--- config.mk ---
export PLATFORM = sky130hd
export DESIGN_NAME = tri_pixel_collector
export DESIGN_NICKNAME = d
export VERILOG_FILES = /design/src/rtl/tri_pixel_collector.sv
export SDC_FILE = /design/constraint.sdc
export NUM_CORES = 1
export LEC_CHECK = 0
export CORE_UTILIZATION = 55
export DETAILED_ROUTE_END_ITERATION = 10
export PLACE_DENSITY = 0.75
export SYNTH_ARGS = -nofsm -noshare
export SYNTH_HDL_FRONTEND = slang
export SYNTH_SLANG_ARGS = --single-unit
--- constraint.sdc ---
create_clock -name clk -period 2.3 [get_ports clk]
set_input_delay 0.23 -clock clk [delete_from_list [all_inputs] [get_ports clk]]
set_output_delay 0.23 -clock clk [all_outputs]
set_load 0.03 [all_outputs]
--- src/rtl/tri_pixel_collector.sv ---
// rtl/tri_pixel_collector.sv - captures a rasterizer point stream into an 8x8 bitmap and reads it out row by row
//
// Purpose:
//   Collects the points of one triangle (busy high) into an 8x8 bitmap, counts
//   distinct pixels, flags duplicates and lost streams, then on request streams
//   the bitmap out as 8 registered rows.
//
// Optional feature:
//   TRI_ORDER_CHECK_EN - when defined, flags points not in strictly increasing
//   {y,x} raster order via ord_err. When undefined, ord_err is tied to 0.
//
// Ports:
//   clk       in   rising-edge clock
//   reset     in   asynchronous active-low reset
//   busy      in   rasterizer busy (point stream active)
//   po        in   point-valid strobe
//   xo, yo    in   point coordinates 0..7
//   rd_req    in   readout request
//   done      out  frame captured, readout available
//   row_vld   out  row_idx/row_data valid
//   row_idx   out  row number being output
//   row_data  out  row bitmap, bit x = pixel (x,row_idx)
//   pix_cnt   out  distinct pixel count, 0..64
//   dup_err   out  sticky duplicate-pixel flag
//   lost_err  out  sticky flag: stream started while not idle
//   ord_err   out  sticky raster-order violation flag

module tri_pixel_collector (
  input  logic       clk,
  input  logic       reset,
  input  logic       busy,
  input  logic       po,
  input  logic [2:0] xo,
  input  logic [2:0] yo,
  input  logic       rd_req,
  output logic       done,
  output logic       row_vld,
  output logic [2:0] row_idx,
  output logic [7:0] row_data,
  output logic [6:0] pix_cnt,
  output logic       dup_err,
  output logic       lost_err,
  output logic       ord_err
);

  typedef enum logic [1:0] {IDLE, COLLECT, DONE, READOUT} state_t;

  state_t     state;
  logic [7:0] bitmap [8];

  logic       hit;
  logic [6:0] cnt_inc;

  assign hit     = bitmap[yo][xo];
  // 64 is the ceiling; duplicates never count, so this only guards the arithmetic.
  assign cnt_inc = (pix_cnt == 7'd64) ? pix_cnt : pix_cnt + 7'd1;

  always_ff @(posedge clk or negedge reset) begin
    if (!reset) begin
      state    <= IDLE;
      done     <= 1'b0;
      row_vld  <= 1'b0;
      row_idx  <= 3'd0;
      row_data <= 8'd0;
      pix_cnt  <= 7'd0;
      dup_err  <= 1'b0;
      lost_err <= 1'b0;
      for (int r = 0; r < 8; r++) bitmap[r] <= 8'd0;
    end else begin
      case (state)
        IDLE: begin
          // po in IDLE only matters on the cycle busy rises.
          if (busy) begin
            state    <= COLLECT;
            dup_err  <= 1'b0;
            lost_err <= 1'b0;
            // Bitmap is always clear in IDLE, so a first point is never a duplicate.
            pix_cnt  <= po ? 7'd1 : 7'd0;
            if (po) bitmap[yo][xo] <= 1'b1;
          end
        end
        COLLECT: begin
          if (po) begin
            bitmap[yo][xo] <= 1'b1;
            if (hit) dup_err <= 1'b1;
            else     pix_cnt <= cnt_inc;
          end
          if (!busy) begin
            state <= DONE;
            done  <= 1'b1;
          end
        end
        DONE: begin
          if (busy) lost_err <= 1'b1;
          if (rd_req) begin
            state    <= READOUT;
            done     <= 1'b0;
            row_vld  <= 1'b1;
            row_idx  <= 3'd0;
            row_data <= bitmap[0];
          end
        end
        READOUT: begin
          if (busy) lost_err <= 1'b1;
          if (row_idx == 3'd7) begin
            state    <= IDLE;
            row_vld  <= 1'b0;
            row_idx  <= 3'd0;
            row_data <= 8'd0;
            for (int r = 0; r < 8; r++) bitmap[r] <= 8'd0;
          end else begin
            row_idx  <= row_idx + 3'd1;
            row_data <= bitmap[row_idx + 3'd1];
          end
        end
        default: state <= IDLE;
      endcase
    end
  end

`ifdef TRI_ORDER_CHECK_EN
  logic [5:0] prev_key;
  logic       prev_vld;
  logic       out_of_order;

  assign out_of_order = prev_vld && ({yo, xo} <= prev_key);

  always_ff @(posedge clk or negedge reset) begin
    if (!reset) begin
      prev_key <= 6'd0;
      prev_vld <= 1'b0;
      ord_err  <= 1'b0;
    end else begin
      case (state)
        IDLE: begin
          if (busy) begin
            // A point on the entry cycle is the first of the frame: nothing to compare.
            ord_err  <= 1'b0;
            prev_vld <= po;
            prev_key <= {yo, xo};
          end
        end
        COLLECT: begin
          if (po) begin
            if (out_of_order) ord_err <= 1'b1;
            prev_vld <= 1'b1;
            prev_key <= {yo, xo};
          end
        end
        default: ;
      endcase
    end
  end
`else
  assign ord_err = 1'b0;
`endif

endmodule

==> impl_results.md <==
- Gpl congestion: roughly 0.93
- Final #Nets: 561
- Synthesized area: 4865 um2
- I/O Buffers: 32
- First-pass GRT wire length: about 21000 um
- Initial antenna violation count: 0
- Placed Area: approximately 5500 um2
- IO Pins: 34
- Flops & latches, synth: 88
- Die area: slightly above 9000 um2
- Hold Slack: roughly 0.39 ns
- Yosys warns: 0
- Pleak: roughly 2.6 nW
- Req. time, crit path: ~2.6 ns
- CP max stage cell: clkdlybuf4s50_1
- Power Total: between 6 and 7 mW
- Insertion delay to the later sink of the worst-skew pair: around 0.36 ns
- Starting density of the core: 0.5804
- Cell count after synthesis: ~480
- Via density: approximately 6.4
- N_diodes: 0
- Worst vdd ir: approximately 550 uV
- Post-synth top flop: dfrtp_1
- Final Hold Violating Endpoints: 0
- CP Launch Type: primary input
- DRC viols: 0
- Synth cell types: between 60 and 70
- DRT antenna net count: 0
- Max Fclk: around 460 MHz
- Clock skew: between 0.008 and 0.009 ns
- EDFF count, synth: 0
- CTS max path bufs: 2
- Num Clock Sinks: between 80 and 90
- Crit Path Class: in2reg
- Slew Limit Fails: 0
- Clock Tree Root: clkbuf_8
- Number of global-route vias before repair: about 4k
- GRT overflow: 0
- Layout cells sized above 1: 0.1718
- Core area: about 8400 um2
- Worst Hold Class: in2async
- CTS tree: done
- Top fanout value on the critical path: 10
- FFs w/ async S/R, synth: 1.000
- Total track usage: 0.3233
- Register area share after synthesis: 0.4527
- RSZ-0062 raised after global routing: no
- CP Capture Type: register
- DRT Wirelength: about 13000 um
- Mean Syn Cell Area: ~10 um2
- Rows: 33
- Vias: 4182
- Die W: slightly below 100 um
- Pwr Density: around 1200 nW/um2
- Vert. Die Dim: about 96 um
- Max-Cap Viols: 0
- Setup-failing EPs final: 0
- TritonRoute pass-1 iters: 5
- Min cycle time layout: between 2 and 2.5 ns
- Max H-tree Level: 3
- Finished Cell Area: 5749 um2
- Worst Max-Slew Pin Slew: roughly 0.97 ns
- Largest net degree at the start of global routing: 49
- Crit path largest cell delay: around 0.55 ns
- Outcome: finished, final reports clean
- Clock-pin slew on the worst setup and hold paths: roughly 0.09 ns
- DPL Wire Length: around 9600 um
- Crit path DAT: roughly 2.5 ns
- Syn-to-layout area delta: 18.18%
- Mapped Nets: 502
- CP Cell Sequence: clkdlybuf4s50_1, buf_4, nand3b_1, a21oi_1, o31a_1, a311oi_4, and4b_1, mux2i_1
- Total CTS buffers: 9
- Setup slack, reg-to-reg: around 0.13 ns
- Relative slew margins: 0.3508
- Period utilization: 0.9456
- DRT iter0 DRCs: 401
- Drt wl/cell: 20.32 um
[worst max-delay path, delay by kind of cell]
kind	cells	cell delay, ns
and+or+nand+nor	2	0.42
AOI/OAI and AO/OA	3	0.84
muxes	1	0.20
buffers and inverters	2	0.77
[flip-flops by register name, summed over array words and instances, names as in the netlist]
name / cells
row_data: 8
done: 1
state: 2
dup_err: 1
row_idx: 3
pix_cnt: 7
lost_err: 1
bitmap: 64
row_vld: 1
[area by class of cell]
| cell class | count | area (um2) |
|---|---|---|
| Clock inverter | 4 | 53.80 |
| Sequential cell | 88 | 2202 |
| Inverter | 7 | 28.78 |
| Multi-Input combinational cell | 358 | 2482 |
| Fill cell | 687 | 2633 |
| Timing Repair Buffer | 78 | 705.7 |
| Clock buffer | 12 | 145.1 |
| Tap cell | 105 | 131.4 |
[routing by layer]
metal / vias to the layer above / GRT usage / routed length (um)
li1: 1866 / - / -
met1: 2067 / 0.4242 / 5375
met2: 214 / 0.5165 / 6275
met3: 35 / 0.07267 / 1153
met4: 0 / 0.1381 / 446
met5: - / 0 / 0
[synth_stat cells (3+ instances only)]
cell type,number,area (um2)
o21ai_0,7,35.03
and4_1,4,35.03
nand2_1,20,75.07
nand2b_1,6,37.54
inv_1,5,18.77
a21oi_1,84,420.4
a221o_1,3,30.03
mux4_2,18,405.4
buf_4,3,22.52
dfrtp_1,88,2202
mux2_1,3,33.78
nand3_1,5,25.02
mux2i_1,27,270.3
nand3b_1,9,67.56
nor3_1,3,15.01
ha_1,8,100.1
mux2_2,3,33.78
a221oi_1,4,35.03
buf_2,7,35.03
nand4_1,5,31.28
clkbuf_1,15,56.30
and3_1,3,18.77
nor2_1,95,356.6
o22ai_1,3,18.77
nor2b_1,8,50.05
[cells by family after synthesis]
kind of cell	share of synthesized area
simple gates	0.1656
compound gates	0.1659
flops	0.4527
mux	0.1559
buf+inv	0.03858
fa+ha+maj	0.02058
other cells	0.0007709
[final timing paths]
kind	startpoint	end	depth (start not counted)
worst max-delay path	yo[1]	pix_cnt[5]$_DFFE_PN0P_	8
worst min-delay path	reset	row_vld$_DFFE_PN0P_	2
worst max register to register	row_idx[1]$_DFFE_PN0P_	row_data[0]$_DFFE_PN0P_	7
worst min register to register	lost_err$_DFFE_PN0P_	lost_err$_DFFE_PN0P_	2
max in group asynchronous	reset	bitmap[18]$_DFFE_PN0P_	3
min in group clk	lost_err$_DFFE_PN0P_	lost_err$_DFFE_PN0P_	2
[stage by stage]
stage / util / setup WS [ns] / setup TNS (ns) / cells
final: 0.6859 / 0.1251 / 0 / 652
after global routing: 0.6859 / 0.007788 / 0 / 652
after CTS: 0.6856 / 0.009269 / 0 / 652
after detailed placement: 0.6607 / -0.3686 / -2.407 / 635
after global placement: 0.6607 / -0.3303 / -2.147 / 635
after floorplan: - / 0.03364 / 0 / 483
[layout by cell type (no fill, tap or decap), drive strengths merged, types with 3 or more instances in the layout]
cell and instances:
a21oi 84, nor3 4, clkbuf 12, and3 3, nand4 6, and4 4
a221o 3, mux4 18, clkdlybuf4s50 30, o21ai 10, mux2 7, nand2 20
a221oi 5, inv 6, o22ai 3, nor2b 8, buf 46, nand3b 9
ha 8, nand2b 6, nand3 5, nor2 95, dfrtp 88, mux2i 27
[power breakdown]
group          internal, mW  switching, mW  leakage (nW)
combinational          1.32           1.73          1.35
sequential             2.05          0.465          1.18
clock                 0.535          0.582        0.0928
[timing repair]
| action | 4_1_cts | 5_1_grt |
|---|---|---|
| resized for setup | 0 | 1 |
| endpoints found under the setup margin | 0 | 7 |
| buffers inserted | 0 | 0 |
| hold endpoints to repair | 41 | 0 |
| hold buffers | 1 | 0 |
Note: power is estimated with default switching activity, not from simulation.
